<file path="src/rtl/if_fetch_stage.sv">
// Instruction fetch stage: PC/FSM driving a req/gnt/rvalid imem port, a small
// fetch FIFO with fall-through, and a registered IF/ID buffer toward decode.
module if_fetch_stage #(
  parameter logic [31:0] RESET_PC   = 32'h0000_0000,
  parameter logic [31:0] NOP_INSTR  = 32'h0000_0013,
  parameter int          FIFO_DEPTH = 2
) (
  input  logic        clock,
  input  logic        reset,
  input  logic        stall_ip,
  input  logic        redirect_valid_ip,
  input  logic [31:0] redirect_pc_ip,
  output logic        instr_req_op,
  output logic [31:0] instr_addr_op,
  input  logic        instr_gnt_ip,
  input  logic        instr_rvalid_ip,
  input  logic [31:0] instr_rdata_ip,
  output logic        instr_data_valid_op,
  output logic [31:0] instr_data_op,
  output logic [31:0] pc_op,
  output logic [31:0] pc4_op
);
  localparam int PW = (FIFO_DEPTH > 1) ? $clog2(FIFO_DEPTH) : 1;
  localparam int CW = PW + 1;

  typedef enum logic [1:0] {S_FETCH, S_WAIT, S_FULL} state_t;

  state_t        state, state_n;
  logic          armed;
  logic [31:0]   fetch_pc, fetch_pc_n, out_pc;
  logic          discard, discard_n;

  logic [FIFO_DEPTH-1:0][31:0] fifo_instr, fifo_pc;
  logic [PW-1:0] wr_ptr, rd_ptr;
  logic [CW-1:0] count, count_nxt;

  logic gnt_ok, rsp_ok, fall, push, pop, has_space;

  // armed keeps req low during the first cycle out of reset
  assign instr_req_op  = armed && (state == S_FETCH);
  assign instr_addr_op = fetch_pc;

  assign gnt_ok    = instr_req_op && instr_gnt_ip;
  assign rsp_ok    = (state == S_WAIT) && instr_rvalid_ip && !discard && !redirect_valid_ip;
  assign fall      = rsp_ok && !stall_ip && (count == '0);
  assign push      = rsp_ok && !fall;
  assign pop       = !redirect_valid_ip && !stall_ip && (count != '0);
  assign count_nxt = redirect_valid_ip ? '0 : (count + CW'(push) - CW'(pop));
  assign has_space = count_nxt < CW'(FIFO_DEPTH);

  always_comb begin
    state_n    = state;
    fetch_pc_n = fetch_pc;
    discard_n  = discard;
    case (state)
      S_FETCH: if (gnt_ok) begin
        state_n    = S_WAIT;
        fetch_pc_n = fetch_pc + 32'd4;
      end
      S_WAIT: if (instr_rvalid_ip) begin
        discard_n = 1'b0;
        state_n   = has_space ? S_FETCH : S_FULL;
      end
      S_FULL:  if (has_space) state_n = S_FETCH;
      default: state_n = S_FETCH;
    endcase
    // A fetch granted now, or still in flight, must have its word dropped
    if (redirect_valid_ip) begin
      fetch_pc_n = redirect_pc_ip & ~32'h3;
      if (gnt_ok || (state == S_WAIT && !instr_rvalid_ip)) begin
        state_n   = S_WAIT;
        discard_n = 1'b1;
      end else begin
        state_n   = S_FETCH;
        discard_n = 1'b0;
      end
    end
  end

  always_ff @(posedge clock or negedge reset) begin
    if (!reset) begin
      state    <= S_FETCH;
      armed    <= 1'b0;
      fetch_pc <= RESET_PC;
      out_pc   <= RESET_PC;
      discard  <= 1'b0;
    end else begin
      state    <= state_n;
      armed    <= 1'b1;
      fetch_pc <= fetch_pc_n;
      discard  <= discard_n;
      if (gnt_ok) out_pc <= fetch_pc;
    end
  end

  always_ff @(posedge clock or negedge reset) begin
    if (!reset) begin
      wr_ptr <= '0;
      rd_ptr <= '0;
      count  <= '0;
    end else begin
      if (redirect_valid_ip) begin
        wr_ptr <= '0;
        rd_ptr <= '0;
      end else begin
        if (push) wr_ptr <= wr_ptr + PW'(1);
        if (pop)  rd_ptr <= rd_ptr + PW'(1);
      end
      count <= count_nxt;
    end
  end

  always_ff @(posedge clock) begin
    if (push) begin
      fifo_instr[wr_ptr] <= instr_rdata_ip;
      fifo_pc[wr_ptr]    <= out_pc;
    end
  end

  always_ff @(posedge clock or negedge reset) begin
    if (!reset) begin
      instr_data_valid_op <= 1'b0;
      instr_data_op       <= NOP_INSTR;
      pc_op               <= RESET_PC;
      pc4_op              <= RESET_PC + 32'd4;
    end else if (redirect_valid_ip) begin
      instr_data_valid_op <= 1'b0;
      instr_data_op       <= NOP_INSTR;
    end else if (!stall_ip) begin
      if (count != '0) begin
        instr_data_valid_op <= 1'b1;
        instr_data_op       <= fifo_instr[rd_ptr];
        pc_op               <= fifo_pc[rd_ptr];
        pc4_op              <= fifo_pc[rd_ptr] + 32'd4;
      end else if (rsp_ok) begin
        instr_data_valid_op <= 1'b1;
        instr_data_op       <= instr_rdata_ip;
        pc_op               <= out_pc;
        pc4_op              <= out_pc + 32'd4;
      end else begin
        instr_data_valid_op <= 1'b0;
        instr_data_op       <= NOP_INSTR;
      end
    end
  end
endmodule

</file>
<file path="config.mk">
export PLATFORM = sky130hd
export DESIGN_NAME = if_fetch_stage
export DESIGN_NICKNAME = d
export VERILOG_FILES = /design/src/rtl/if_fetch_stage.sv
export SDC_FILE = /design/constraint.sdc
export NUM_CORES = 1
export LEC_CHECK = 0
export CORE_ASPECT_RATIO = 1.2
export CORE_UTILIZATION = 45
export DETAILED_ROUTE_END_ITERATION = 12
export PLACE_DENSITY = 0.66
export SLEW_MARGIN = 30
export SYNTH_ARGS = -nofsm -noshare
export SYNTH_HDL_FRONTEND = slang
export SYNTH_SLANG_ARGS = --single-unit
</file>
<file path="constraint.sdc">
create_clock -name clock -period 5.2 [get_ports clock]
set_clock_uncertainty 0.1 [all_clocks]
set_input_delay 0.52 -clock clock [delete_from_list [all_inputs] [get_ports clock]]
set_output_delay 0.52 -clock clock [all_outputs]
set_load 0.005 [all_outputs]
</file>
==> summary.md <==
| Metric | Value |
|---|---|
| Vias per std cell | `5.18` |
| Initial antenna violation count | `0` |
| Crit Path Max Fanout | `19` |
| Sequential area share after synthesis | `64.5%` |
| Die H | `181 um` |
| Cell taking the most area after synthesis | `dfrtp_1` |
| Arrival @ worst endpoint | `3.55 ns` |
| Top cell type's share of synthesized area | `32.7%` |
| Fin. Hold Viols | `0` |
| Required @ worst endpoint | `5.49 ns` |
| DR pass1 iterations | `4` |
| Final #Nets | `1,205` |
| DRC Markers | `0` |
| CP endpoint kind | `register` |
| Placed cell area | `14,300 um^2` |
| Worst Hold Class | `input pin to register` |
| Status | `finished clean` |
| Die width | `151 um` |
| Global-route wire length before repair | `41,900 um` |
| Drt total wl | `26,000 um` |
| Syn avg cell area | `12.8 um^2` |
| Ys async rst share | `56.5%` |
| FF+latch count, synth | `285` |
| WL/cell | `17.5 um` |
| Inserted Clock Buffers | `29` |
| Residual overflow from global routing | `0` |
| CTS sink cnt | `285` |
| Logic pwr share | `18.7%` |
| Total number of vias | `7,701` |
| Initial DRC count | `357` |
| Final Critical Period | `3.26 ns` |
| Fin crit share | `62.6%` |
| Seq pwr share | `45.8%` |
| Max Root-Sink Buffers | `3` |
| PwrDens | `412 nW/um^2` |
| CTS tree | `yes` |
| CTS root buf | `clkbuf_16` |
| RD Place Congestion | `0.767` |
| Area of the core | `26,300 um^2` |
| Final Instance Area | `15,300 um^2` |
| Achievable Freq | `307 MHz` |
| Clock Latency Late Sink | `0.53 ns` |
| Slew HR | `38.8%` |
| Area contributors post-synth | `dfrtp_1 (33%), edfxtp_1 (31%), mux2i_1 (5.0%)` |
| Clk pwr share | `35.5%` |
| Die area | `27,400 um^2` |
| Tightest Pin Transition | `0.909 ns` |
| Largest net degree at the start of global routing | `112` |
| CTS resizes | `0` |
| DP HPWL | `17,900 um` |
| Yosys warnings | `0` |
| Critical path class | `register to register` |
| Synthesis-to-layout area growth | `27.5%` |
| Worst VDD drop | `0.220 mV` |
| Max-slew violations | `0` |
| Top Ports | `200` |
| Final setup fails | `0` |
| CTS clk-pin slew, worst paths | `0.06 ns` |
| Layout cells sized above 1 | `12.4%` |
| Synth Flop Type | `dfrtp_1` |
| Netlist cell types | `57` |
| P_int | `4.71 mW` |
| Static leakage | `5.86 nW` |
| RSZ-0062 raised after global routing | `no` |
| GRT Total Usage | `19.4%` |
| Switching share of power | `25.5%` |
| CP Launch Type | `register` |
| Synth Cell Area | `12,000 um^2` |
| CTS HTree Levels | `1` |
| Cells after synthesis | `943` |
| Setup TNS | `0 ns` |
| Port Buffers | `191` |
| Row count | `65` |
| Via count of the first global-routing pass | `7,772` |
| MaxCap Viol Count | `0` |
| Switching pwr | `1.61 mW` |
| Post-DRT Antenna Nets | `0` |
| Initial core utilization | `45.8%` |
| Final Util | `58.4%` |
| # diodes | `0` |
| Post-synth EDFFs | `124` |
-- logic make-up (layout without fill, tap and decap cells) --
family / Yosys count / in the layout / share of synthesized area [%]
xor+xnor: 58 / 58 / 4.22
fa+ha+maj: 4 / 4 / 0.416
mux: 110 / 110 / 9.69
simple gates: 275 / 275 / 11.1
other cells: 2 / 7 / 0.0624
buf+inv: 65 / 269 / 2.61
compound gates: 144 / 144 / 7.47
flops: 285 / 285 / 64.5
-- final cells by class --
type	instances	area, um^2
inverters	10	37.5
repair buffers	207	2050
fillers	2184	10900
flip-flops and latches	285	7760
clock buffers	34	796
well taps	335	419
clock inverters	18	251
multi-input cells	598	4030
-- layer usage --
metal / vias up / GRT usage [%] / share of wire, %
met5: - / 0 / 0
met4: 0 / 4.32 / 1.6
met3: 34 / 2.78 / 5.4
met2: 184 / 32.1 / 47
met1: 3746 / 26.9 / 46
li1: 3737 / - / -
-- power groups by stage --
stage	combinational (mW)	sequential [mW]	clock, mW
5_1_grt	1.29	2.94	2.40
3_5_place_dp	1.19	2.94	0
6_report	1.18	2.89	2.24
3_3_place_gp	1.17	2.93	0
2_1_floorplan	0.494	2.90	0
4_1_cts	1.20	2.90	2.29
-- worst paths after layout --
kind                                    from                 to  slack, ns  depth (start not counted)
min in group asynchronous              reset  instr_addr_op[10]       0.45                          2
setup / recovery                    count[1]         pc4_op[26]       1.94                          8
hold reg to reg                    pc_op[31]          pc_op[31]       0.37                          2
setup reg to reg                    count[1]         pc4_op[26]       1.94                          8
hold / removal             redirect_valid_ip             rd_ptr       0.18                          2
max in group asynchronous              reset  instr_data_op[15]       3.38                          3
-- flip-flops by register name, summed over array words and instances, names as in the netlist, 2 cells and up --
signal and flops:
pc4_op 30, count 2, state 2, fifo_instr 64, out_pc 30, instr_data_op 32
instr_addr_op 30, pc_op 30, fifo_pc 60
-- cell usage in the layout, fill, tap and decap left out, types with 17 or more instances in the layout --
master / instances
a221o_1: 29
clkbuf_16: 30
nor3_1: 17
xor2_1: 33
dfrtp_1: 156
mux2_2: 49
o21ai_0: 88
edfxtp_1: 124
clkdlybuf4s50_1: 189
nand2_1: 133
nor2_1: 56
xnor2_1: 25
mux2i_1: 60
-- what timing repair did --
item / CTS / global route
setup buffers: 0 / 0
endpoints found under the setup margin: 0 / 0
endpoints found under the hold margin: 57 / 0
hold buffers: 1 / 0
-- through the flow --
stage / power, mW / setup slack (ns) / hold WS (ns) / instances
2_1_floorplan: 3.39 / 0.836 / 0.124 / 948
3_3_place_gp: 4.10 / 1.64 / 0.359 / 1433
3_5_place_dp: 4.13 / 1.58 / 0.362 / 1434
4_1_cts: 6.39 / 1.57 / 0.158 / 1487
5_1_grt: 6.63 / 1.70 / 0.187 / 1487
6_report: 6.31 / 1.94 / 0.183 / 1487
-- critical path: stages (launching register included) --
cell and delay [ns]:
dfrtp_1 0.43, or2_2 0.56, buf_4 0.31, a21oi_2 0.34
nor4b_4 0.52, nand3_2 0.25, nor4_1 0.35, xor2_1 0.18
o21ai_1 0.07
-- cell usage after synthesis, types with 10 or more instances --
| cell | number |
|---|---|
| dfrtp_1 | 157 |
| nand2_1 | 133 |
| edfxtp_1 | 124 |
| o21ai_0 | 89 |
| mux2i_1 | 60 |
| nor2_1 | 58 |
| mux2_2 | 49 |
| clkbuf_1 | 34 |
| xor2_1 | 33 |
| a221o_1 | 29 |
| xnor2_1 | 25 |
| nor3_1 | 17 |
| nand3_1 | 13 |
| inv_1 | 10 |
No activity file was read; power rests on OpenSTA's default activity.
